$ cat src/rtl/axi4l_csr_bank_pkg.sv
// Shared definitions for the AXI4-Lite CSR bank: response codes, the
// register-index type, the address-class enum and the byte-lane merge helper.
package axi4l_csr_bank_pkg;

  localparam int ADDR_W = 32;
  localparam int DATA_W = 32;
  localparam int STRB_W = DATA_W / 8;

  localparam logic [1:0] RESP_OKAY   = 2'b00;
  localparam logic [1:0] RESP_SLVERR = 2'b10;

  // Wide enough for 64 RW + 64 RO registers.
  localparam int IDX_W = 7;
  typedef logic [IDX_W-1:0] csr_idx_t;

  typedef enum logic [1:0] {
    CSR_RW       = 2'd0,
    CSR_RO       = 2'd1,
    CSR_UNMAPPED = 2'd2
  } csr_class_t;

  // Replace only the byte lanes whose strobe bit is set.
  function automatic logic [DATA_W-1:0] apply_strb(input logic [DATA_W-1:0] old_val,
                                                   input logic [DATA_W-1:0] new_val,
                                                   input logic [STRB_W-1:0] strb);
    logic [DATA_W-1:0] merged;
    merged = old_val;
    for (int b = 0; b < STRB_W; b++) begin
      if (strb[b]) merged[8*b +: 8] = new_val[8*b +: 8];
    end
    return merged;
  endfunction

endpackage

$ cat src/rtl/axi4_lite_if.sv
// AXI4-Lite bundle (32-bit address and data). The slave modport is used by
// the CSR bank; the master modport by whatever drives it.
interface axi4_lite_if;
  logic [31:0] awaddr;
  logic        awvalid;
  logic        awready;
  logic [31:0] wdata;
  logic [3:0]  wstrb;
  logic        wvalid;
  logic        wready;
  logic [1:0]  bresp;
  logic        bvalid;
  logic        bready;
  logic [31:0] araddr;
  logic        arvalid;
  logic        arready;
  logic [31:0] rdata;
  logic [1:0]  rresp;
  logic        rvalid;
  logic        rready;

  modport slave (
    input  awaddr, awvalid, wdata, wstrb, wvalid, bready, araddr, arvalid, rready,
    output awready, wready, bresp, bvalid, arready, rdata, rresp, rvalid
  );

  modport master (
    output awaddr, awvalid, wdata, wstrb, wvalid, bready, araddr, arvalid, rready,
    input  awready, wready, bresp, bvalid, arready, rdata, rresp, rvalid
  );
endinterface

$ cat src/rtl/axi4l_csr_decode.sv
// Combinational address decoder for the CSR bank.
//   i_addr : byte address from AW or AR
//   o_idx  : register index, (addr - BASE_ADDR) >> 2
//   o_cls  : RW, RO or UNMAPPED (below BASE_ADDR or past the last register)
module axi4l_csr_decode
  import axi4l_csr_bank_pkg::*;
#(
  parameter logic [31:0] BASE_ADDR = 32'h0000_0000,
  parameter int          RW_CNT    = 4,
  parameter int          RO_CNT    = 2
) (
  input  logic [31:0] i_addr,
  output csr_idx_t    o_idx,
  output csr_class_t  o_cls
);

  localparam logic [32:0] MAP_BYTES = 33'((RW_CNT + RO_CNT) * 4);

  logic [31:0] w_offset;
  logic        w_below;
  logic        w_in_range;

  assign w_offset   = i_addr - BASE_ADDR;
  assign w_below    = (i_addr < BASE_ADDR);
  // Full-width compare so a large offset never aliases onto a small index.
  assign w_in_range = ({1'b0, w_offset} < MAP_BYTES);
  assign o_idx      = w_offset[IDX_W+1:2];

  always_comb begin
    // NOTE: every always_comb output gets a default first so no path can infer a latch.
    o_cls = CSR_UNMAPPED;
    if (!w_below && w_in_range) begin
      o_cls = (o_idx < IDX_W'(RW_CNT)) ? CSR_RW : CSR_RO;
    end
  end

endmodule

$ cat src/rtl/axi4l_csr_bank.sv
// AXI4-Lite control/status register bank.
//   clk_i, rst_n_i : clock, asynchronous active-low reset
//   csr_i          : AXI4-Lite slave port, one outstanding write, one outstanding read
//   upd_i          : shadow update strobe; copies staging into ctrl_o (SHADOW_EN=1)
//   status_i       : RO_CNT live status words, sampled at the AR handshake
//   ctrl_o         : RW_CNT active control words
//   wr_pulse_o     : one-cycle pulse per RW register after a committed write
// RW registers occupy indices 0..RW_CNT-1, RO registers follow; everything else
// answers SLVERR.
module axi4l_csr_bank
  import axi4l_csr_bank_pkg::*;
#(
  parameter logic [31:0]          BASE_ADDR = 32'h0000_0000,
  parameter int                   RW_CNT    = 4,
  parameter int                   RO_CNT    = 2,
  parameter bit                   SHADOW_EN = 1'b1,
  parameter logic [RW_CNT*32-1:0] RST_VAL   = '0
) (
  input  logic                                   clk_i,
  input  logic                                   rst_n_i,
  axi4_lite_if.slave                             csr_i,
  input  logic                                   upd_i,
  input  logic [((RO_CNT > 0) ? RO_CNT : 1)*32-1:0] status_i,
  output logic [RW_CNT*32-1:0]                   ctrl_o,
  output logic [RW_CNT-1:0]                      wr_pulse_o
);

  // Write holding registers
  logic        r_aw_full;
  logic [31:0] r_aw_addr;
  logic        r_w_full;
  logic [31:0] r_w_data;
  logic [3:0]  r_w_strb;

  // Response and read channels
  logic        r_bvalid;
  logic [1:0]  r_bresp;
  logic        r_rvalid;
  logic [31:0] r_rdata;
  logic [1:0]  r_rresp;

  // Staging registers (what software reads back) and write pulses
  logic [31:0]       r_stage [RW_CNT];
  logic [RW_CNT-1:0] r_wr_pulse;

  csr_idx_t   w_wr_idx, w_rd_idx;
  csr_class_t w_wr_cls, w_rd_cls;
  logic       w_aw_hs, w_w_hs, w_ar_hs;
  logic       w_commit, w_commit_rw;
  logic [31:0] w_rd_data;
  logic [1:0]  w_rd_resp;

  // Channels stay closed while a response is pending: one outstanding write.
  assign csr_i.awready = !r_aw_full && !r_bvalid;
  assign csr_i.wready  = !r_w_full && !r_bvalid;
  assign csr_i.bvalid  = r_bvalid;
  assign csr_i.bresp   = r_bresp;
  assign csr_i.arready = !r_rvalid;
  assign csr_i.rvalid  = r_rvalid;
  assign csr_i.rdata   = r_rdata;
  assign csr_i.rresp   = r_rresp;

  assign w_aw_hs     = csr_i.awvalid && csr_i.awready;
  assign w_w_hs      = csr_i.wvalid && csr_i.wready;
  assign w_ar_hs     = csr_i.arvalid && csr_i.arready;
  assign w_commit    = r_aw_full && r_w_full;
  assign w_commit_rw = w_commit && (w_wr_cls == CSR_RW);

  axi4l_csr_decode #(
    .BASE_ADDR (BASE_ADDR),
    .RW_CNT    (RW_CNT),
    .RO_CNT    (RO_CNT)
  ) u_wr_decode (
    .i_addr (r_aw_addr),
    .o_idx  (w_wr_idx),
    .o_cls  (w_wr_cls)
  );

  axi4l_csr_decode #(
    .BASE_ADDR (BASE_ADDR),
    .RW_CNT    (RW_CNT),
    .RO_CNT    (RO_CNT)
  ) u_rd_decode (
    .i_addr (csr_i.araddr),
    .o_idx  (w_rd_idx),
    .o_cls  (w_rd_cls)
  );

  // Holding-register occupancy and the B channel.
  always_ff @(posedge clk_i or negedge rst_n_i) begin
    // NOTE: sequential state uses non-blocking assignments so every flop samples pre-edge values.
    if (!rst_n_i) begin
      r_aw_full <= 1'b0;
      r_w_full  <= 1'b0;
      r_bvalid  <= 1'b0;
      r_bresp   <= RESP_OKAY;
    end else if (w_commit) begin
      r_aw_full <= 1'b0;
      r_w_full  <= 1'b0;
      r_bvalid  <= 1'b1;
      r_bresp   <= (w_wr_cls == CSR_RW) ? RESP_OKAY : RESP_SLVERR;
    end else begin
      if (w_aw_hs) r_aw_full <= 1'b1;
      if (w_w_hs)  r_w_full  <= 1'b1;
      if (r_bvalid && csr_i.bready) r_bvalid <= 1'b0;
    end
  end

  // NOTE: holding address/data carry no reset; they are only consumed when the matching full flag is set.
  always_ff @(posedge clk_i) begin
    if (w_aw_hs) r_aw_addr <= csr_i.awaddr;
    if (w_w_hs) begin
      r_w_data <= csr_i.wdata;
      r_w_strb <= csr_i.wstrb;
    end
  end

  // Staging registers and per-register write pulses.
  always_ff @(posedge clk_i or negedge rst_n_i) begin
    if (!rst_n_i) begin
      for (int i = 0; i < RW_CNT; i++) r_stage[i] <= RST_VAL[i*32 +: 32];
      r_wr_pulse <= '0;
    end else begin
      r_wr_pulse <= '0;
      for (int i = 0; i < RW_CNT; i++) begin
        if (w_commit_rw && (w_wr_idx == IDX_W'(i))) begin
          r_stage[i]    <= apply_strb(r_stage[i], r_w_data, r_w_strb);
          r_wr_pulse[i] <= |r_w_strb;
        end
      end
    end
  end

  assign wr_pulse_o = r_wr_pulse;

  // Read data source, resolved at the AR handshake.
  always_comb begin
    w_rd_data = '0;
    w_rd_resp = RESP_SLVERR;
    case (w_rd_cls)
      CSR_RW: begin
        w_rd_resp = RESP_OKAY;
        for (int i = 0; i < RW_CNT; i++) begin
          if (w_rd_idx == IDX_W'(i)) w_rd_data = r_stage[i];
        end
      end
      CSR_RO: begin
        w_rd_resp = RESP_OKAY;
        for (int j = 0; j < RO_CNT; j++) begin
          if (w_rd_idx == IDX_W'(RW_CNT + j)) w_rd_data = status_i[j*32 +: 32];
        end
      end
      default: ;
    endcase
  end

  always_ff @(posedge clk_i or negedge rst_n_i) begin
    if (!rst_n_i) begin
      r_rvalid <= 1'b0;
      r_rdata  <= '0;
      r_rresp  <= RESP_OKAY;
    end else if (w_ar_hs) begin
      r_rvalid <= 1'b1;
      r_rdata  <= w_rd_data;
      r_rresp  <= w_rd_resp;
    end else if (r_rvalid && csr_i.rready) begin
      r_rvalid <= 1'b0;
    end
  end

  // Active control outputs.
  if (SHADOW_EN) begin : g_shadow
    logic [31:0] r_ctrl [RW_CNT];

    // Takes the pre-edge staging value, so a write committing on the same
    // edge as upd_i waits for the next update.
    always_ff @(posedge clk_i or negedge rst_n_i) begin
      if (!rst_n_i) begin
        for (int i = 0; i < RW_CNT; i++) r_ctrl[i] <= RST_VAL[i*32 +: 32];
      end else if (upd_i) begin
        for (int i = 0; i < RW_CNT; i++) r_ctrl[i] <= r_stage[i];
      end
    end

    for (genvar i = 0; i < RW_CNT; i++) begin : g_out
      assign ctrl_o[i*32 +: 32] = r_ctrl[i];
    end
  end else begin : g_direct
    for (genvar i = 0; i < RW_CNT; i++) begin : g_out
      assign ctrl_o[i*32 +: 32] = r_stage[i];
    end
  end

endmodule

$ cat src/flat_wrapper.sv
// flat-port wrapper written by rule: the top's interface ports become plain ports
module axi4l_csr_bank_flat import axi4l_csr_bank_pkg::*;
#(
  parameter logic [31:0]          BASE_ADDR = 32'h0000_0000,
  parameter int                   RW_CNT    = 4,
  parameter int                   RO_CNT    = 2,
  parameter bit                   SHADOW_EN = 1'b1,
  parameter logic [RW_CNT*32-1:0] RST_VAL   = '0
)
  (clk_i, rst_n_i, upd_i, status_i, ctrl_o, wr_pulse_o, csr_i_awaddr, csr_i_awvalid, csr_i_wdata, csr_i_wstrb, csr_i_wvalid, csr_i_bready, csr_i_araddr, csr_i_arvalid, csr_i_rready, csr_i_awready, csr_i_wready, csr_i_bresp, csr_i_bvalid, csr_i_arready, csr_i_rdata, csr_i_rresp, csr_i_rvalid);
  axi4_lite_if csr_i_i ();
  input  logic clk_i;
  input  logic rst_n_i;
  input  logic upd_i;
  input  logic [((RO_CNT > 0) ? RO_CNT : 1)*32-1:0] status_i;
  output logic [RW_CNT*32-1:0] ctrl_o;
  output logic [RW_CNT-1:0] wr_pulse_o;
  input wire logic [$bits(csr_i_i.awaddr)-1:0] csr_i_awaddr;
  input wire logic [$bits(csr_i_i.awvalid)-1:0] csr_i_awvalid;
  input wire logic [$bits(csr_i_i.wdata)-1:0] csr_i_wdata;
  input wire logic [$bits(csr_i_i.wstrb)-1:0] csr_i_wstrb;
  input wire logic [$bits(csr_i_i.wvalid)-1:0] csr_i_wvalid;
  input wire logic [$bits(csr_i_i.bready)-1:0] csr_i_bready;
  input wire logic [$bits(csr_i_i.araddr)-1:0] csr_i_araddr;
  input wire logic [$bits(csr_i_i.arvalid)-1:0] csr_i_arvalid;
  input wire logic [$bits(csr_i_i.rready)-1:0] csr_i_rready;
  output wire logic [$bits(csr_i_i.awready)-1:0] csr_i_awready;
  output wire logic [$bits(csr_i_i.wready)-1:0] csr_i_wready;
  output wire logic [$bits(csr_i_i.bresp)-1:0] csr_i_bresp;
  output wire logic [$bits(csr_i_i.bvalid)-1:0] csr_i_bvalid;
  output wire logic [$bits(csr_i_i.arready)-1:0] csr_i_arready;
  output wire logic [$bits(csr_i_i.rdata)-1:0] csr_i_rdata;
  output wire logic [$bits(csr_i_i.rresp)-1:0] csr_i_rresp;
  output wire logic [$bits(csr_i_i.rvalid)-1:0] csr_i_rvalid;
  assign csr_i_i.awaddr = csr_i_awaddr;
  assign csr_i_i.awvalid = csr_i_awvalid;
  assign csr_i_i.wdata = csr_i_wdata;
  assign csr_i_i.wstrb = csr_i_wstrb;
  assign csr_i_i.wvalid = csr_i_wvalid;
  assign csr_i_i.bready = csr_i_bready;
  assign csr_i_i.araddr = csr_i_araddr;
  assign csr_i_i.arvalid = csr_i_arvalid;
  assign csr_i_i.rready = csr_i_rready;
  assign csr_i_awready = csr_i_i.awready;
  assign csr_i_wready = csr_i_i.wready;
  assign csr_i_bresp = csr_i_i.bresp;
  assign csr_i_bvalid = csr_i_i.bvalid;
  assign csr_i_arready = csr_i_i.arready;
  assign csr_i_rdata = csr_i_i.rdata;
  assign csr_i_rresp = csr_i_i.rresp;
  assign csr_i_rvalid = csr_i_i.rvalid;
  axi4l_csr_bank #(.BASE_ADDR(BASE_ADDR), .RW_CNT(RW_CNT), .RO_CNT(RO_CNT), .SHADOW_EN(SHADOW_EN), .RST_VAL(RST_VAL)) u_core (.clk_i(clk_i), .rst_n_i(rst_n_i), .csr_i(csr_i_i), .upd_i(upd_i), .status_i(status_i), .ctrl_o(ctrl_o), .wr_pulse_o(wr_pulse_o));
endmodule
$ cat config.mk
export PLATFORM = sky130hd
export DESIGN_NAME = axi4l_csr_bank_flat
export DESIGN_NICKNAME = d
export VERILOG_FILES = /design/src/rtl/axi4l_csr_bank_pkg.sv /design/src/rtl/axi4_lite_if.sv /design/src/rtl/axi4l_csr_decode.sv /design/src/rtl/axi4l_csr_bank.sv /design/src/flat_wrapper.sv
export SDC_FILE = /design/constraint.sdc
export NUM_CORES = 1
export LEC_CHECK = 0
export CAP_MARGIN = 20
export CORE_MARGIN = 5
export CORE_UTILIZATION = 50
export CTS_CLUSTER_DIAMETER = 60
export DETAILED_ROUTE_END_ITERATION = 16
export PLACE_DENSITY = 0.8
export SKIP_LAST_GASP = 1
export SYNTH_ARGS = -nofsm -noshare
export SYNTH_HDL_FRONTEND = slang
export SYNTH_SLANG_ARGS = --single-unit
$ cat constraint.sdc
create_clock -name clk_i -period 2.6 [get_ports clk_i]
set_clock_uncertainty 0.15 [all_clocks]
set_input_delay 0.52 -clock clk_i [delete_from_list [all_inputs] [get_ports clk_i]]
set_output_delay 0.52 -clock clk_i [all_outputs]
set_load 0.1 [all_outputs]
# Yosys cells after proc, flatten, opt, wreduce, memory -nomap -nowiden
# Index checks and enable logic that the tools add are counted.
op_classes:
  muxes: 25
  n_eq_ne: 9
  n_lt_le_gt_ge: 6
  reduce_logical: 47
ops:
  columns: ["cell", "n"]
  rows:
  - ["$mux 32", 6]
  - ["$lt 32x1->1 const B", 2]
  - ["$lt 32x5->1 const B", 2]
  - ["$pmux 32 s2", 1]
  - ["$reduce_and 2->1", 16]
  - ["$eq 7x2->1 const B", 4]
  - ["$logic_and 1x1->1", 15]
  - ["$eq 7x1->1 const B", 2]
  - ["$eq 7x3->1 const B", 2]
  - ["$logic_not 7->1", 2]
  - ["$lt 7x3->1 const B", 2]
  - ["$mux 1", 14]
  - ["$mux 2", 4]
  - ["$reduce_bool 2->1", 4]
  - ["$logic_not 1->1", 6]
  - ["$logic_not 2->1", 2]
  - ["$reduce_or 4->1", 1]
  - ["$eq 2x1->1 const B", 1]
  - ["$reduce_or 2->1", 1]
totals:
  ff_bits: 368
  output_inout_bits: 173
  wordCells: 118
  inputBits: 172

# Depth between registers and ports, before layout
# Gate-level depths: netlist (run 1).
logic_depth:
  ltp_word: 8
  depth_mapped: 7
  depth_no_buf: 4

# Hierarchy
# Synthesis (run 1) repeated with hierarchy kept, for this count alone.
unflattened:
  cells_unflattened: 986
  hier_area_um2: 15283.4
by_module_without_submodules:
  columns: ["module", "instances", "area_each_um2", "cells_each", "seq_area_each_um2"]
  rows:
  - ["axi4l_csr_bank", 1, 14953.1, 944, 9499.1]
  - ["axi4l_csr_decode", 2, 165.2, 21, 0.0]

# Worst setup path after synthesis (run 1)
# Ideal clock, no wire load.
synth_path:
  path_type: "register to register"
  from: "register u_core.r_bvalid, in the netlist u_core.csr_i.bvalid"
  to: "register u_core.r_w_data[0], enable pin"
  t_arrival_ns: 3.255
  period_less_slack_ns: 3.802
  setup_slack_ns: -1.202
  required_time_ns: 2.053
  path_stages_with_launch: 3
  cell_sequence: "dfrtp_1 nor2_1 and2_1"
synth_via:
  elab_chain_cells: 3
synth_lines:
  columns: ["item", "line", "source"]
  rows:
  - ["start, declared", "axi4l_csr_bank.sv:36", "logic r_bvalid;"]
  - ["start signal, assigned", "axi4l_csr_bank.sv:95", "r_bvalid <= 1'b0;"]
  - ["start signal, assigned", "axi4l_csr_bank.sv:100", "r_bvalid <= 1'b1;"]
  - ["start signal, assigned", "axi4l_csr_bank.sv:105", "if (r_bvalid && csr_i.bready) r_bvalid <= 1'b0;"]
  - ["$logic_not 1->1", "axi4l_csr_bank.sv:55", "assign csr_i.wready = !r_w_full && !r_bvalid;"]
  - ["$logic_and 1x1->1", "axi4l_csr_bank.sv:55", null]
  - ["named net csr_i_wready", "flat_wrapper.sv:28", "output wire logic [$bits(csr_i_i.wready)-1:0] csr_i_wready;"]
  - ["$logic_and 1x1->1", "axi4l_csr_bank.sv:64", "assign w_w_hs = csr_i.wvalid && csr_i.wready;"]
  - ["named net u_core.w_w_hs", "axi4l_csr_bank.sv:48", "logic w_aw_hs, w_w_hs, w_ar_hs;"]
  - ["end signal, assigned", "axi4l_csr_bank.sv:113", "r_w_data <= csr_i.wdata;"]
  - ["end, declared", "axi4l_csr_bank.sv:32", "logic [31:0] r_w_data;"]
# The timed path passes the listed nets, and every way through them passes these cells.
# A chain may end at the register's enable or synchronous reset.

# Worst setup path in the final report (run 1)
layout_path:
  from: "register u_core.r_aw_addr[28]"
  to: "register u_core.r_stage[74] in the netlist's numbering"
layout_via:
  elab_chain_cells: 8
  elab_cells_between_ends: 9
layout_lines:
  columns: ["item", "line", "source"]
  rows:
  - ["start, declared", "axi4l_csr_bank.sv:30", "logic [31:0] r_aw_addr;"]
  - ["start signal, assigned", "axi4l_csr_bank.sv:111", "if (w_aw_hs) r_aw_addr <= csr_i.awaddr;"]
  - ["$lt 32x1->1", "axi4l_csr_decode.sv:24", "assign w_below = (i_addr < BASE_ADDR);"]
  - ["$logic_not 1->1", "axi4l_csr_decode.sv:32", "if (!w_below && w_in_range) begin"]
  - ["$logic_and 1x1->1 (*)", "axi4l_csr_decode.sv:32", null]
  - ["$mux 2 (*)", "axi4l_csr_decode.sv:32", null]
  - ["$logic_not 2->1 (*)", "axi4l_csr_bank.sv:67", "assign w_commit_rw = w_commit && (w_wr_cls == CSR_RW);"]
  - ["$logic_and 1x1->1 (*)", "axi4l_csr_bank.sv:67", null]
  - ["$logic_and 1x1->1 (*)", "axi4l_csr_bank.sv:126", "if (w_commit_rw && (w_wr_idx == IDX_W'(i))) begin"]
  - ["$reduce_and 2->1 (no source line) (*)", null, null]
  - ["end signal, assigned by index", "axi4l_csr_bank.sv:127", "r_stage[i] <= apply_strb(r_stage[i], r_w_data, r_w_strb);"]
  - ["end, declared", "axi4l_csr_bank.sv:43", "logic [31:0] r_stage [RW_CNT];"]
# Mark *: on every way between the ends. The rest lies on a longest branch, timed or not.

==> results.toml, run 1 <==
[status]
status = "complete, no violations"

[layout]
stdcell_count = 1779
drive_gt1_share_pct = 42.2
postLayoutCoreUtil_pct = 68.2
nFillCells = 1978
areaGrowthSynthToFinish_pct = 35.7
final_area_um2 = 20100
fin_nets = 1529

[critical_path]
crit_path_end_kind = "register"
startpoint_type = "register"
r2r-end = "u_core.r_stage[74]"
crit_fanout = 17
cp.required_ns = 2.84
reg2reg_depth = 6
r2r_start = "u_core.r_aw_addr[28]"
worstSetupPathType = "register to register"
reg2reg_slack_ns = 0.13
arrival_ns = 2.70

[clock_network]
clk_pin_slew_ns = 0.06
htreeDepth = 2
cts.sinks = 364
worstSkewPairLatency_ns = 0.51
root_buffer = "clkbuf_16"
post_cts_resized = 0
cts_tree = "done"
cts.path.max_buffers = 3
numCtsBuffers = 38

[place]
placed_cell_area_um2 = 18700
numPlacedInstances = 1706
dpl.hpwl_mm = 30.4
gp_congestion = 0.837
dpl_worst_slack_ns = -0.254
io_buffer_count = 338

[sta]
rsz0062_at_grt = "no"
fin_ws_ns = 0.135
slew_headroom_pct = 63.8
fin_crit_ns = 2.47
finalHoldViolCount = 0
final_max_slew_viol_count = 0
fin_crit_sh_pct = 94.8
setup_viol = 0
worst_pin_slew_ns = 0.537
fin_hold_ws_ns = 0.232
tns_ns = 0
max_freq_ghz = 0.406

[pwr]
swShare_pct = 23.9
internal_power_mw = 10.2
ir_drop_mv = 1.33
power_mw = 13.4
seqPwrFrac_pct = 46.8
p_clk_share_pct = 43.5
pwr-share-comb_pct = 9.7
power_leakage_nw = 9.49
switching_power_mw = 3.21
powerDensity_nw_per_um2 = 670

[global_routing]
grt_overflow = 0
grt_pass1_vias = 10800
antenna_found_initial = 4
grt_pass1_wl_mm = 64.2
grt_max_degree = 66
gr-usage-all-layers_pct = 25.0

[worst_hold_path]
min_path_cells = 3
worstHoldStart = "csr_i_araddr[3]"
hold_class = "input port to register"
hold_end = "u_core.csr_i.rresp[1]"

[drt]
vias = 10100
drc_errors = 0
firstDrtPassIters = 5
routed_wl_mm = 42.4
wl_per_cell_um = 23.8
postRouteAntennaNets = 0
drt_iter0_drc = 573
avgViaCountPerCell = 5.69

[synthesis]
syn_inst = 972
ys_warn_count = 0
synth.avg_cell_area_um2 = 15.2
synth_edf_count = 66
netlist_area_um2 = 14800
synth.yosys.seq_area_share_pct = 63.8
ys.flop_type = "dfrtp_1"
synth-seq-cells = 364
async_reset_ff_share_pct = 81.9
ys_types = 42

[floorplanning]
die_w_um = 182
start_util_pct = 50.3
die_area_um2 = 33100
boundaryPins = 345
core_area_um2 = 29400
die_h_um = 182
fp-row-count = 63

[job]
max_cap_viol_count = 0
[logic make-up (layout without fill, tap and decap cells)]
group | count (synthesis) | in the layout | synth area share [%]
compound gates | 135 | 135 | 7.51
buf+inv | 66 | 480 | 1.80
flops | 364 | 364 | 63.8
mux | 257 | 257 | 19.6
other cells | 1 | 4 | 0.0254
simple gates | 149 | 149 | 7.27
[power groups by stage]
stage / clock network, mW / registers [mW] / logic, mW
CTS: 5.92 / 6.28 / 1.32
detailed placement: 0 / 6.39 / 1.31
global route: 6.20 / 6.30 / 1.38
floorplan: 0 / 6.38 / 0.587
global placement: 0 / 6.37 / 1.30
finish: 5.85 / 6.29 / 1.30
[routing by layer]
metal,vias to the layer above,track usage [%],wire length (µm)
li1,4476,-,-
met1,5180,31.7,16800
met2,404,43.3,21400
met5,-,0,46
met3,57,6.91,3380
met4,6,5.28,782
[timing repair]
action | 4_1_cts | 5_1_grt
setup buffers | 0 | 0
hold endpoints to repair | 57 | 0
hold buffers | 1 | 0
[cell type report]
cell class,count,area [µm²],area share (%)
Tap cell,390,488,2.43
Clock buffer,53,1160,5.80
Sequential cell,364,9440,47.0
Antenna cell,2,5.00,0.0249
Clock inverter,17,223,1.11
Timing Repair Buffer,403,3590,17.9
Multi-Input combinational cell,543,5120,25.5
Inverter,7,26.3,0.131
[worst max-delay path, stage by stage, from the launching register on]
cell      delay [ns]
edfxtp_1        0.39
nor4_1          0.44
nand4_2         0.17
buf_4           0.29
nor4_2          0.31
buf_4           0.25
mux2_2          0.35
[cells in the mapped netlist (3+ instances only)]
master     instances  area (µm²)
buf_4              3        22.5
o221ai_1          41         359
a211o_1           31         272
nor4_4             9         191
nor4_2             8         100
buf_1             10        37.5
or4_1              3        22.5
nor3_1             6        30.0
nor4_1            12        75.1
inv_1              7        26.3
nand2b_1           4        25.0
a21oi_1            3        15.0
and2_1             4        25.0
mux2_2           256        2880
edfxtp_1          66        1980
nand3b_1          22         165
nor2b_1           32         200
nor2_1             4        15.0
clkbuf_1          45         169
o22ai_1           10        62.6
o2111ai_1         21         184
o211ai_1          21         158
dfrtp_1          298        7460
nand2_1           34         128
[worst max path at each step]
stage | from | end | cells past startpoint
final | u_core.r_aw_addr[28] | u_core.r_stage[74] | 6
after global routing | u_core.r_aw_addr[28] | u_core.r_stage[76] | 6
after CTS | u_core.r_aw_addr[28] | u_core.r_stage[74] | 6
after detailed placement | csr_i_araddr[28] | u_core.csr_i.rdata[5] | 7
after global placement | csr_i_araddr[28] | u_core.csr_i.rdata[4] | 7
after floorplan | u_core.csr_i.bvalid | u_core.r_aw_addr[10] | 2
[flip-flops by register name, indices dropped and copies added (netlist names)]
register / cells
u_core.r_aw_full: 1
u_core.wr_pulse_o: 4
u_core.r_w_full: 1
u_core.csr_i.rdata: 32
u_core.csr_i.rvalid: 1
u_core.r_w_strb: 4
u_core.ctrl_o: 128
u_core.csr_i.bresp: 1
u_core.csr_i.bvalid: 1
u_core.r_stage: 128
u_core.r_w_data: 32
u_core.r_aw_addr: 30
u_core.csr_i.rresp: 1
[cell usage in the layout, fill, tap and decap left out, drive strengths merged, types with 31 or more instances in the layout]
cell	Yosys	final
nand2	34	34
buf	14	239
mux2	256	256
a211o	31	31
edfxtp	66	66
dfrtp	298	298
nor2b	32	32
clkdlybuf4s50	0	163
clkbuf	45	53
o221ai	41	41
No activity file was read; power rests on OpenSTA's default activity.
==> run 2: changes to the inputs <==
--- a/config.mk
+++ b/config.mk
@@ -5,6 +5,7 @@
 export SDC_FILE = /design/constraint.sdc
 export NUM_CORES = 1
 export LEC_CHECK = 0
+export ABC_CLOCK_PERIOD_IN_PS = 2600
 export CAP_MARGIN = 20
 export CORE_MARGIN = 5
 export CORE_UTILIZATION = 50
==> results of run 2 <==
Final layout, timing and power as in run 1 (identical DEF).
==> run 3: changes to the inputs <==
--- a/config.mk
+++ b/config.mk
@@ -11,8 +11,10 @@
 export CORE_UTILIZATION = 50
 export CTS_CLUSTER_DIAMETER = 60
 export DETAILED_ROUTE_END_ITERATION = 16
+export GPL_ROUTABILITY_DRIVEN = 0
 export PLACE_DENSITY = 0.8
 export SKIP_LAST_GASP = 1
+export SLEW_MARGIN = 5
 export SYNTH_ARGS = -nofsm -noshare
 export SYNTH_HDL_FRONTEND = slang
 export SYNTH_SLANG_ARGS = --single-unit
==> results of run 3 <==
Final layout, timing and power as in run 1 (identical DEF).
